`config.mk`:
```
export PLATFORM = sky130hd
export DESIGN_NAME = pid_output_processor
export DESIGN_NICKNAME = d
export VERILOG_FILES = /design/src/rtl/pid_pkg.sv /design/src/rtl/pid_pwm_channel.sv /design/src/rtl/pid_output_processor.sv
export SDC_FILE = /design/constraint.sdc
export NUM_CORES = 1
export LEC_CHECK = 0
export CAP_MARGIN = 15
export CORE_MARGIN = 1
export CORE_UTILIZATION = 55
export CTS_CLUSTER_SIZE = 24
export DETAILED_ROUTE_END_ITERATION = 8
export HOLD_SLACK_MARGIN = 0.05
export MAX_ROUTING_LAYER = met4
export PLACE_DENSITY = 0.71
export SLEW_MARGIN = 0
export SYNTH_ARGS = -nofsm -noshare
export SYNTH_HDL_FRONTEND = slang
export SYNTH_SLANG_ARGS = --single-unit
```
`constraint.sdc`:
```
create_clock -name clk -period 6.48 [get_ports clk]
set_clock_uncertainty 0.15 [all_clocks]
set_input_delay 1.296 -clock clk [delete_from_list [all_inputs] [get_ports clk]]
set_output_delay 1.296 -clock clk [all_outputs]
set_load 0.005 [all_outputs]
```
`src/rtl/pid_pkg.sv`:
```
// Shared sizing constants and per-channel drive state encoding
// for the PID output processor.
package pid_pkg;

  localparam int DATA_WIDTH   = 16;
  localparam int NUM_CHN      = 4;
  localparam int CHN_WIDTH    = 3;
  localparam int RPM_MAX      = 1500;
  localparam int WDOG_PERIODS = 8;

  typedef enum logic {
    RUN   = 1'b0,
    BRAKE = 1'b1
  } chn_state_e;

endpackage

```
`src/rtl/pid_pwm_channel.sv`:
```
// One motor channel: pending command register, magnitude clamp, RUN/BRAKE
// reversal FSM, update watchdog and PWM compare against the shared counter.
module pid_pwm_channel #(
  parameter int DATA_WIDTH   = pid_pkg::DATA_WIDTH,
  parameter int RPM_MAX      = pid_pkg::RPM_MAX,
  parameter int WDOG_PERIODS = pid_pkg::WDOG_PERIODS,
  parameter int CNT_W        = $clog2(pid_pkg::RPM_MAX + 1)
) (
  input  logic                         clk,
  input  logic                         rst,
  input  logic                         boundary,
  input  logic                         wr,
  input  logic signed [DATA_WIDTH-1:0] wr_data,
  input  logic [CNT_W-1:0]             counter,
  output logic                         pwm,
  output logic                         dir,
  output logic                         wdog
);

  localparam int WD_W = $clog2(WDOG_PERIODS + 1);
  localparam logic [WD_W-1:0] WD_LIMIT = WD_W'(WDOG_PERIODS);
  localparam logic [WD_W-1:0] WD_LAST  = WD_W'(WDOG_PERIODS - 1);
  localparam logic [CNT_W-1:0] DUTY_MAX = CNT_W'(RPM_MAX);
  localparam logic signed [DATA_WIDTH-1:0] DATA_MIN = {1'b1, {(DATA_WIDTH-1){1'b0}}};
  localparam logic [DATA_WIDTH-1:0] ABS_MAX = {1'b0, {(DATA_WIDTH-1){1'b1}}};
  localparam logic [DATA_WIDTH-1:0] RPM_LIM = DATA_WIDTH'(RPM_MAX);

  // |v| saturated at the most negative code, then clamped to the PWM period.
  function automatic logic [CNT_W-1:0] clamp_mag(input logic signed [DATA_WIDTH-1:0] v);
    logic [DATA_WIDTH-1:0] a;
    if (v == DATA_MIN) begin
      a = ABS_MAX;
    end else if (v[DATA_WIDTH-1]) begin
      a = DATA_WIDTH'(-v);
    end else begin
      a = v;
    end
    if (a > RPM_LIM) begin
      return DUTY_MAX;
    end
    return a[CNT_W-1:0];
  endfunction

  logic signed [DATA_WIDTH-1:0] pending;
  logic [WD_W-1:0]              wd_cnt;
  logic                         sign;
  logic [CNT_W-1:0]             mag;
  pid_pkg::chn_state_e          state, state_nx;
  logic [CNT_W-1:0]             duty, duty_nx;
  logic                         dir_nx;

  assign sign = pending[DATA_WIDTH-1];
  assign mag  = clamp_mag(pending);

  // A write always beats a same-cycle watchdog expiry; the count saturates
  // so an expired channel stays expired until the next write.
  always_ff @(posedge clk) begin
    if (rst) begin
      pending <= '0;
      wd_cnt  <= '0;
      wdog    <= 1'b0;
    end else if (wr) begin
      pending <= wr_data;
      wd_cnt  <= '0;
      wdog    <= 1'b0;
    end else if (boundary && wd_cnt != WD_LIMIT) begin
      wd_cnt <= wd_cnt + WD_W'(1);
      if (wd_cnt == WD_LAST) begin
        pending <= '0;
        wdog    <= 1'b1;
      end
    end
  end

  // Boundary reload sees the pending value from before any same-edge write.
  always_comb begin
    state_nx = state;
    duty_nx  = duty;
    dir_nx   = dir;
    if (boundary) begin
      case (state)
        pid_pkg::RUN: begin
          if (sign != dir) begin
            state_nx = pid_pkg::BRAKE;
            duty_nx  = '0;
          end else begin
            duty_nx = mag;
          end
        end
        pid_pkg::BRAKE: begin
          state_nx = pid_pkg::RUN;
          dir_nx   = sign;
          duty_nx  = mag;
        end
        default: begin
          state_nx = pid_pkg::RUN;
          duty_nx  = '0;
        end
      endcase
    end
  end

  always_ff @(posedge clk) begin
    if (rst) begin
      state <= pid_pkg::RUN;
      duty  <= '0;
      dir   <= 1'b0;
    end else begin
      state <= state_nx;
      duty  <= duty_nx;
      dir   <= dir_nx;
    end
  end

  // Registered compare: output lags the counter by one cycle.
  always_ff @(posedge clk) begin
    if (rst) begin
      pwm <= 1'b0;
    end else begin
      pwm <= counter < duty;
    end
  end

endmodule

```
`src/rtl/pid_output_processor.sv`:
```
// PID result fan-out: channel decode, shared PWM period counter, frame
// completion tracking and bad-channel reporting around NUM_CHN channels.
module pid_output_processor #(
  parameter int DATA_WIDTH   = pid_pkg::DATA_WIDTH,
  parameter int NUM_CHN      = pid_pkg::NUM_CHN,
  parameter int CHN_WIDTH    = pid_pkg::CHN_WIDTH,
  parameter int RPM_MAX      = pid_pkg::RPM_MAX,
  parameter int WDOG_PERIODS = pid_pkg::WDOG_PERIODS
) (
  input  logic                         clk,
  input  logic                         rst,
  input  logic                         res_valid_i,
  input  logic [CHN_WIDTH-1:0]         res_chn_i,
  input  logic signed [DATA_WIDTH-1:0] res_data_i,
  output logic [NUM_CHN-1:0]           pwm_o,
  output logic [NUM_CHN-1:0]           dir_o,
  output logic [NUM_CHN-1:0]           wdog_o,
  output logic                         frame_done_o,
  output logic                         chn_err_o
);

  localparam int CNT_W  = $clog2(RPM_MAX + 1);
  localparam int CHN_W1 = CHN_WIDTH + 1;
  localparam logic [CNT_W-1:0]  CNT_LAST  = CNT_W'(RPM_MAX - 1);
  localparam logic [CHN_W1-1:0] CHN_LIMIT = CHN_W1'(NUM_CHN);

  logic [CNT_W-1:0]   counter;
  logic               boundary;
  logic               in_range_p0;
  logic               err_p0;
  logic [NUM_CHN-1:0] wr_p0;
  logic [NUM_CHN-1:0] mask;
  logic [NUM_CHN-1:0] mask_next;

  assign boundary = counter == CNT_LAST;

  always_ff @(posedge clk) begin
    if (rst || boundary) begin
      counter <= '0;
    end else begin
      counter <= counter + CNT_W'(1);
    end
  end

  // p0: decode the incoming beat into a one-hot channel write or an error.
  assign in_range_p0 = {1'b0, res_chn_i} < CHN_LIMIT;
  assign err_p0      = res_valid_i && !in_range_p0;

  for (genvar g = 0; g < NUM_CHN; g++) begin : g_chn
    assign wr_p0[g] = res_valid_i && in_range_p0 && (res_chn_i == CHN_WIDTH'(g));

    pid_pwm_channel #(
      .DATA_WIDTH  (DATA_WIDTH),
      .RPM_MAX     (RPM_MAX),
      .WDOG_PERIODS(WDOG_PERIODS),
      .CNT_W       (CNT_W)
    ) u_chn (
      .clk     (clk),
      .rst     (rst),
      .boundary(boundary),
      .wr      (wr_p0[g]),
      .wr_data (res_data_i),
      .counter (counter),
      .pwm     (pwm_o[g]),
      .dir     (dir_o[g]),
      .wdog    (wdog_o[g])
    );
  end

  assign mask_next = mask | wr_p0;

  // p1: registered status pulses.
  always_ff @(posedge clk) begin
    if (rst) begin
      mask         <= '0;
      frame_done_o <= 1'b0;
      chn_err_o    <= 1'b0;
    end else begin
      chn_err_o <= err_p0;
      if (&mask_next) begin
        mask         <= '0;
        frame_done_o <= 1'b1;
      end else begin
        mask         <= mask_next;
        frame_done_o <= 1'b0;
      end
    end
  end

endmodule

```
==> results.env, run 1 <==
AVGROUTEDWIREPERCELL_UM=16.6
POST-SYNTH-TOP-COUNT-CELL='dfxtp_1'
SEQUENTIAL_CELL_AREA_MM2=0.00314
CLKSINKCOUNT=157
MAX_SLEW_HEADROOM=0.210
INITIAL_CORE_UTIL=0.563
STD_CELL_ROWS=46
PLACED_CELL_AREA_MM2=0.00922
CELLPOWERDENSITY_mW_PER_MM2=227
SYNTH.NET_COUNT=1127
CTS_REPAIR_RESIZE_COUNT=0
SYN_AREA_PER_CELL_UM2=8.47
SYNTH_FLOP_CELL='dfxtp_1'
CTS_POST_SETUP_BUFFERS_INSERTED=0
STANDARD_CELL_CORE_AREA_MM2=0.0158
CLK_ROOT_BUFFER_CELL='clkbuf_16'
NUMBER_OF_ANTENNA_VIOLATIONS_AT_THE_FIRST_CHECK_IN_GLOBAL_ROUTING=0
WORSTSETUPSTARTPOINTTYPE='input port'
SYNTH_CELLS=1052
PLACEMENT.IO_BUFFERS=35
GRT.TOTAL_USAGE=0.268
DRT-VIAS-PER-INSTANCE=5.91
DESIGN.FINAL.NETS=1115
DPL.HPWL_MM=15.0
H-TREE-DEPTH=4
MULTI_INPUT_COMB_AREA_MM2=0.00513
DETAILEDROUTE.FIRSTITERATIONVIOLATIONS=658
SYNTHESIS.YOSYS.WARNINGS=0
CRITICAL_PATH.SLOWEST_CELL='nor3b_2'
CPPEAKSTAGEDELAY_NS=0.97
WORST_EP_ARRIVAL_TIME_NS=3.60
SYNTH_ENABLE_FLOP_CELLS=0
FIRSTDRTPASSITERS=5
TOTAL_LEAKAGE_POWER_nW=3.77
SYNTH_SIMPLE_GATE_AREA_FRAC=0.195
DOMINANT_COMBINATIONAL_CELL_FAMILY_BY_AREA_AFTER_SYNTHESIS='compound AO/OA/AOI/OAI gates'
GRT_MAX_DEGREE=51
YOSYS.CELL_TYPES.COUNT=84
WORST_REG2REG_PATH_STARTPOINT='counter[4]'
MAX_CLOCK_FREQ_GHz=0.291
WORSTHOLDPATHTYPE='reg -> reg'
SYNTH_XOR_AREA_FRAC=0.0639
CP-END-KIND='register'
NETLIST.AREA_LEADER.SHARE=0.353
CRIT_PATH_CELL_TRACE='clkdlybuf4s50_1, nor2b_1, nor3b_2, nor2_1, nor4_1, or2_2, nor2_1'
WORST_SETUP_HOLD_PATH_CLK_SLEW_NS=0.06
GRT.OVERFLOW.TOTAL=0
CTS_INSERTED_BUFFERS=17
TIGHTEST_SLEW_NS=1.18
FINALSETUPVIOLATIONS=0
WHS_NS=0.325
GRT_PASS1_WL_MM=33.9
YOSYS-MUX-AREA-FRACTION=0.0138
SYNTH_TOP_CELL_BY_AREA='dfxtp_1'
TOTAL_NEGATIVE_SETUP_SLACK_NS=0
YS_FF_LATCH=157
STATUS='completed'
CRITICAL_PATH_PEAK_FANOUT=19
RSZ0062_AT_GRT='false'
SYN_AREA_MM2=0.00891
CTS_HOLD_BUF=0
DIE-HEIGHT_UM=129
CTS_TREE='done'
PATH_COMMON_CELL='nor2_1'
PERIOD_NEEDED_NS=3.44
MAX-CLOCK-PATH-BUFFERS=2
DRV_SLEW=0
FINALINSTANCEAREA_MM2=0.00984
CRIT_START='res_valid_i'
CRIT_TYPE='in -> reg'
LAYOUT-AREA-OVERHEAD-VS-SYNTH_PCT=10.4
GRT_PASS1_VIAS=6478
FLOORPLAN.DIE_AREA_MM2=0.0167
IOPINCOUNT=36
HP-START='mask[3]'
GP_CONGESTION=0.908
FINALHOLDVIOLATIONS=0
PLACED_CELLS=1236
COMPOUND_GATE_FRACTION_OF_SYNTH_AREA=0.228
ASYNCSETRESETFLOPFRACSYNTH=0
TIMING.FINAL.CRIT_SHARE=0.531
SYNTH_FA_HA_AREA_FRAC=0.0744
DIE_W_UM=129
CLK-INSERTION-DELAY-LATE_NS=0.43
FIN_CELLS=1269
ANT_CELLS=0
POST_ROUTE_CELLS_DRIVE_ABOVE_1_SHARE=0.0684
FILLERS=1400
SYNTH_COMMONEST_CELLS='dfxtp_1, nor2_1, a22oi_1'
UTILIZATION=0.622
MAX-VDD-IR-DROP_V=0.000233
DRC=0
ANT_NETS=0
WORSTPATHREQUIRED_NS=6.65
ROUTED-VIA-COUNT=7504
FINAL_ROUTED_WIRELENGTH_MM=21.1
YS_TOP_CELLS_BY_AREA='dfxtp_1, ha_1, nor2_1, a22oi_1, xnor2_1'
SYNTH_SEQUENTIAL_AREA_RATIO=0.353
DRV_CAP=0
==> sequential cells by signal, summed over array words and instances (netlist names) <==
register             count
g_chn.u_chn.wd_cnt      16
mask                     4
g_chn.u_chn.wdog         4
frame_done_o             1
g_chn.u_chn.duty        44
g_chn.u_chn.state        4
g_chn.u_chn.pwm          4
g_chn.u_chn.pending     64
g_chn.u_chn.dir          4
chn_err_o                1
counter                 11
==> where the power goes <==
group	internal, mW	leakage, nW	switching (mW)
Combinational	0.0870	2.20	0.108
Clock	0.610	0.306	0.426
Sequential	0.978	1.27	0.0218
Total	1.68	3.77	0.557
==> critical path, delay by kind of cell <==
family / cells / cell delay [ns]
buffers and inverters: 1 / 0.47
AND/OR/NAND/NOR: 6 / 1.84
==> cells in the final DEF (no fill, tap or decap), types with 12 or more instances in the layout <==
master / count
a21o_1: 22
a21oi_1: 24
a22o_1: 12
a22oi_1: 71
clkbuf_16: 17
clkdlybuf4s50_1: 34
dfxtp_1: 157
ha_1: 53
inv_1: 70
nand2_1: 60
nand2b_1: 13
nand3_1: 22
nor2_1: 146
nor3_1: 17
nor4_1: 12
o21ai_0: 28
o22ai_1: 17
o31ai_1: 12
xnor2_1: 39
xor2_1: 26
==> layer usage <==
| layer | part of all wire | vias up | GRT usage | wire (µm) |
|---|---|---|---|---|
| li1 | - | 3748 | - | - |
| met1 | 0.50 | 3532 | 0.369 | 10500 |
| met2 | 0.45 | 196 | 0.397 | 9400 |
| met3 | 0.042 | 28 | 0.0533 | 883 |
| met4 | 0.016 | 0 | 0.0775 | 327 |
| met5 | 0 | - | - | 0 |
==> cell type report <==
type | instances | share of cell area
Multi-Input combinational cell | 750 | 0.522
Clock inverter | 12 | 0.0151
Inverter | 70 | 0.0267
Clock buffer | 20 | 0.0474
Tap cell | 216 | 0.0275
Timing Repair Buffer | 44 | 0.0417
Sequential cell | 157 | 0.320
==> worst paths after layout <==
| kind | end | slack [ns] | depth (start not counted) |
|---|---|---|---|
| max reg2reg | g_chn[0].u_chn.duty[1] | 3.20 | 6 |
| min | mask[3] | 0.33 | 2 |
| max | mask[1] | 3.04 | 7 |
| min reg2reg | mask[3] | 0.33 | 2 |
==> metrics by stage <==
step                      setup slack, ns  power, mW
final                                3.04       2.23
after global routing                 2.84       2.31
after CTS                            3.08       2.24
after detailed placement             2.65       1.21
after global placement               2.74       1.21
after floorplan                      3.43       1.16
==> cell families after synthesis <==
| family | after synthesis |
|---|---|
| AO/OA/AOI/OAI | 272 |
| adder cells (fa/ha/maj) | 53 |
| AND/OR/NAND/NOR | 348 |
| multiplexers | 12 |
| XOR/XNOR | 65 |
| buffers and inverters | 145 |
| flip-flops | 157 |
No activity file was read; power rests on OpenSTA's default activity.
==> run 2: changes to the inputs <==
Settings changed: PLACE_DENSITY 0.71 to 0.74.
Clock period 6.48 ns to 2.85 ns, I/O delays scaled along.
==> results.env, run 2 (synthesis results as in run 1) <==
WORST_SETUP_HOLD_PATH_CLK_SLEW_NS=0.07  # was 0.06 ns
REGISTER_TO_REGISTER_PATH_SETUP_SLACK_NS=0.03  # was 3.20 ns
MAX_CLOCK_FREQ_GHz=0.355
MAX-VDD-IR-DROP_V=0.000437  # was 0.000233 V
GP_CONGESTION=0.912  # was 0.908
TIMING.FINAL.CRIT_SHARE=0.990
CELLPOWERDENSITY_mW_PER_MM2=490  # was 227 mW/mm²
DRC=0  # unchanged
FINALSETUPVIOLATIONS=0  # unchanged
FINAL_ROUTED_WIRELENGTH_MM=21.5  # was 21.1 mm
WORSTHOLDPATHTYPE='reg -> reg'  # unchanged
CLK_ROOT_BUFFER_CELL='clkbuf_16'  # unchanged
INITIAL_CORE_UTIL=0.563  # unchanged
PLACED_CELL_AREA_MM2=0.00961  # was 0.00922 mm²
PERIOD_NEEDED_NS=2.82
FINALWORSTSETUPSLACK_NS=0.0298  # was 3.04 ns
CP_NUM_BUF_INV=2  # was 1
DRV_CAP=0  # unchanged
UTILIZATION=0.652  # was 0.622
CLK-INSERTION-DELAY-LATE_NS=0.43  # about the same
ANT_NETS=0  # unchanged
WORSTPATHREQUIRED_NS=3.01  # was 6.65 ns
RSZ0062_AT_GRT='true'  # was false
DETAILEDROUTE.FIRSTITERATIONVIOLATIONS=691  # was 658
WHS_NS=0.325  # about the same
GRT_MAX_DEGREE=33  # was 51
NUMBER_OF_ANTENNA_VIOLATIONS_AT_THE_FIRST_CHECK_IN_GLOBAL_ROUTING=0  # unchanged
CPPEAKSTAGEDELAY_NS=0.41  # was 0.97 ns
NUMBER_OF_FLIP_FLOPS_IN_THE_LARGEST_REGISTER=64  # unchanged
WORSTSETUPSTARTPOINTTYPE='register'  # was input port
DIE-HEIGHT_UM=129  # unchanged
FLOORPLAN.DIE_AREA_MM2=0.0167  # unchanged
DPL_WORST_SLACK_NS=-0.00715  # was 2.65 ns
DRV_SLEW=0  # unchanged
DESIGN.FINAL.NETS=1167  # was 1115
MAX_SLEW_HEADROOM=0.557  # was 0.210
STD_CELL_ROWS=46  # unchanged
CRIT_PATH_CELL_TRACE='inv_2, ha_4, or3b_4, nor4b_4, mux2_4, o32a_1, buf_4, o21a_1, a221o_1'  # was clkdlybuf4s50_1, nor2b_1, nor3b_2, nor2_1, nor4_1, or2_2, nor2_1
FIRSTDRTPASSITERS=5  # unchanged
BIGGESTREGSBYFLOPS='g_chn.u_chn.pending: 64 flops, g_chn.u_chn.duty: 44 flops, g_chn.u_chn.wd_cnt: 16 flops'  # unchanged
POST_ROUTE_CELLS_DRIVE_ABOVE_1_SHARE=0.127  # was 0.0684
CRITICAL_PATH_PEAK_FANOUT=4  # was 19
STATUS='completed'  # unchanged
IOPINCOUNT=36  # unchanged
DRT-VIAS-PER-INSTANCE=5.77  # was 5.91
CTS_TREE='done'  # unchanged
PATH_DELAY_FAMILY='compound AO/OA/AOI/OAI gates'  # was simple AND/OR/NAND/NOR gates
CRIT_TYPE='reg -> reg'  # was in -> reg
CLKSINKCOUNT=157  # unchanged
GRT_PASS1_VIAS=6867  # was 6478
PLACEMENT.IO_BUFFERS=35  # unchanged
CTS_HOLD_BUF=0  # unchanged
CTS_INSERTED_BUFFERS=17  # unchanged
MAX_FLOP_REGISTER='g_chn.u_chn.pending'  # unchanged
TOTAL_NEGATIVE_SETUP_SLACK_NS=0  # unchanged
MOST-COMMON-LAYOUT-CELLS='dfxtp_1, nor2_1, a22oi_1, inv_1'  # was dfxtp_1, nor2_1, a22oi_1, inv_1, nand2_1
GRT_PASS1_WL_MM=35.0  # was 33.9 mm
ROUTED-VIA-COUNT=7627  # was 7504
CP-END-KIND='register'  # unchanged
MOSTFREQUENTLAYOUTCELL='dfxtp_1'  # unchanged
GRT.TOTAL_USAGE=0.276  # was 0.268
TIGHTEST_SLEW_NS=0.663  # was 1.18 ns
ANT_CELLS=0  # unchanged
AVGROUTEDWIREPERCELL_UM=16.3  # was 16.6 µm
FINALHOLDVIOLATIONS=0  # unchanged
FINALINSTANCEAREA_MM2=0.0103  # was 0.00984 mm²
H-TREE-DEPTH=4  # unchanged
GRT.OVERFLOW.TOTAL=0  # unchanged
DPL.HPWL_MM=15.6  # was 15.0 mm
DIE_W_UM=129  # unchanged
MAX-CLOCK-PATH-BUFFERS=2  # unchanged
CRITICAL_PATH.SLOWEST_CELL='o32a_1'  # was nor3b_2
TOTAL_LEAKAGE_POWER_nW=4.06  # was 3.77 nW
STANDARD_CELL_CORE_AREA_MM2=0.0158  # unchanged
LAYOUT-AREA-OVERHEAD-VS-SYNTH_PCT=15.8  # was 10.4%
WORST_EP_ARRIVAL_TIME_NS=2.98  # was 3.60 ns
run 2: cell types whose count changed in the layout (fill, tap and decap cells not counted), sizes merged:
cell and change:
inv -2, clkbuf -2, clkinvlp +4, buf +52
run 2: worst register-to-register path, cell delays in order, from the launching register on:
cell and delay (ns):
dfxtp_2 0.34, inv_2 0.07, ha_4 0.13, or3b_4 0.39, nor4b_4 0.28, mux2_4 0.33
o32a_1 0.41, buf_4 0.17, o21a_1 0.19, a221o_1 0.26
run 2: worst paths after layout:
check	endpoint	from	cells past startpoint
setup / recovery	g_chn[0].u_chn.duty[3]	g_chn[0].u_chn.pending[1]	9
hold reg to reg	g_chn[1].u_chn.state	g_chn[1].u_chn.state	2
hold / removal	g_chn[1].u_chn.state	g_chn[1].u_chn.state	2
setup reg to reg	g_chn[0].u_chn.duty[3]	g_chn[0].u_chn.pending[1]	9
run 2: routing by layer:
| layer | part of all wire | GRT usage |
|---|---|---|
| met5 | 0 | - |
| met1 | 0.48 | 0.381 |
| met2 | 0.45 | 0.418 |
| met3 | 0.050 | 0.0396 |
| met4 | 0.022 | 0.0824 |
run 2: cell type report:
type,instances,area (µm²)
Sequential cell,157,3140
Tap cell,216,270
Multi-Input combinational cell,750,5220
Timing Repair Buffer,96,816
Inverter,70,263
Fill cell,1324,5510
Clock inverter,14,159
Clock buffer,18,439
run 2: what timing repair did:
action | in CTS | in global routing
endpoints found under the hold margin | 0 | 0
pin swaps | 0 | 14
resized for setup | 1 | 21
buffers inserted | 0 | 3
endpoints found under the setup margin | 2 | 29
run 2: through the flow:
stage,power [mW],instances
after floorplan,2.63,1052
after global placement,2.78,1286
final,5.06,1321
after detailed placement,2.79,1286
after CTS,5.07,1318
after global routing,5.24,1321
run 2: power breakdown:
group,leakage (nW),internal [mW],switching [mW]
combinational,2.51,0.238,0.275
sequential,1.27,2.22,0.0343
clock,0.282,1.33,0.957
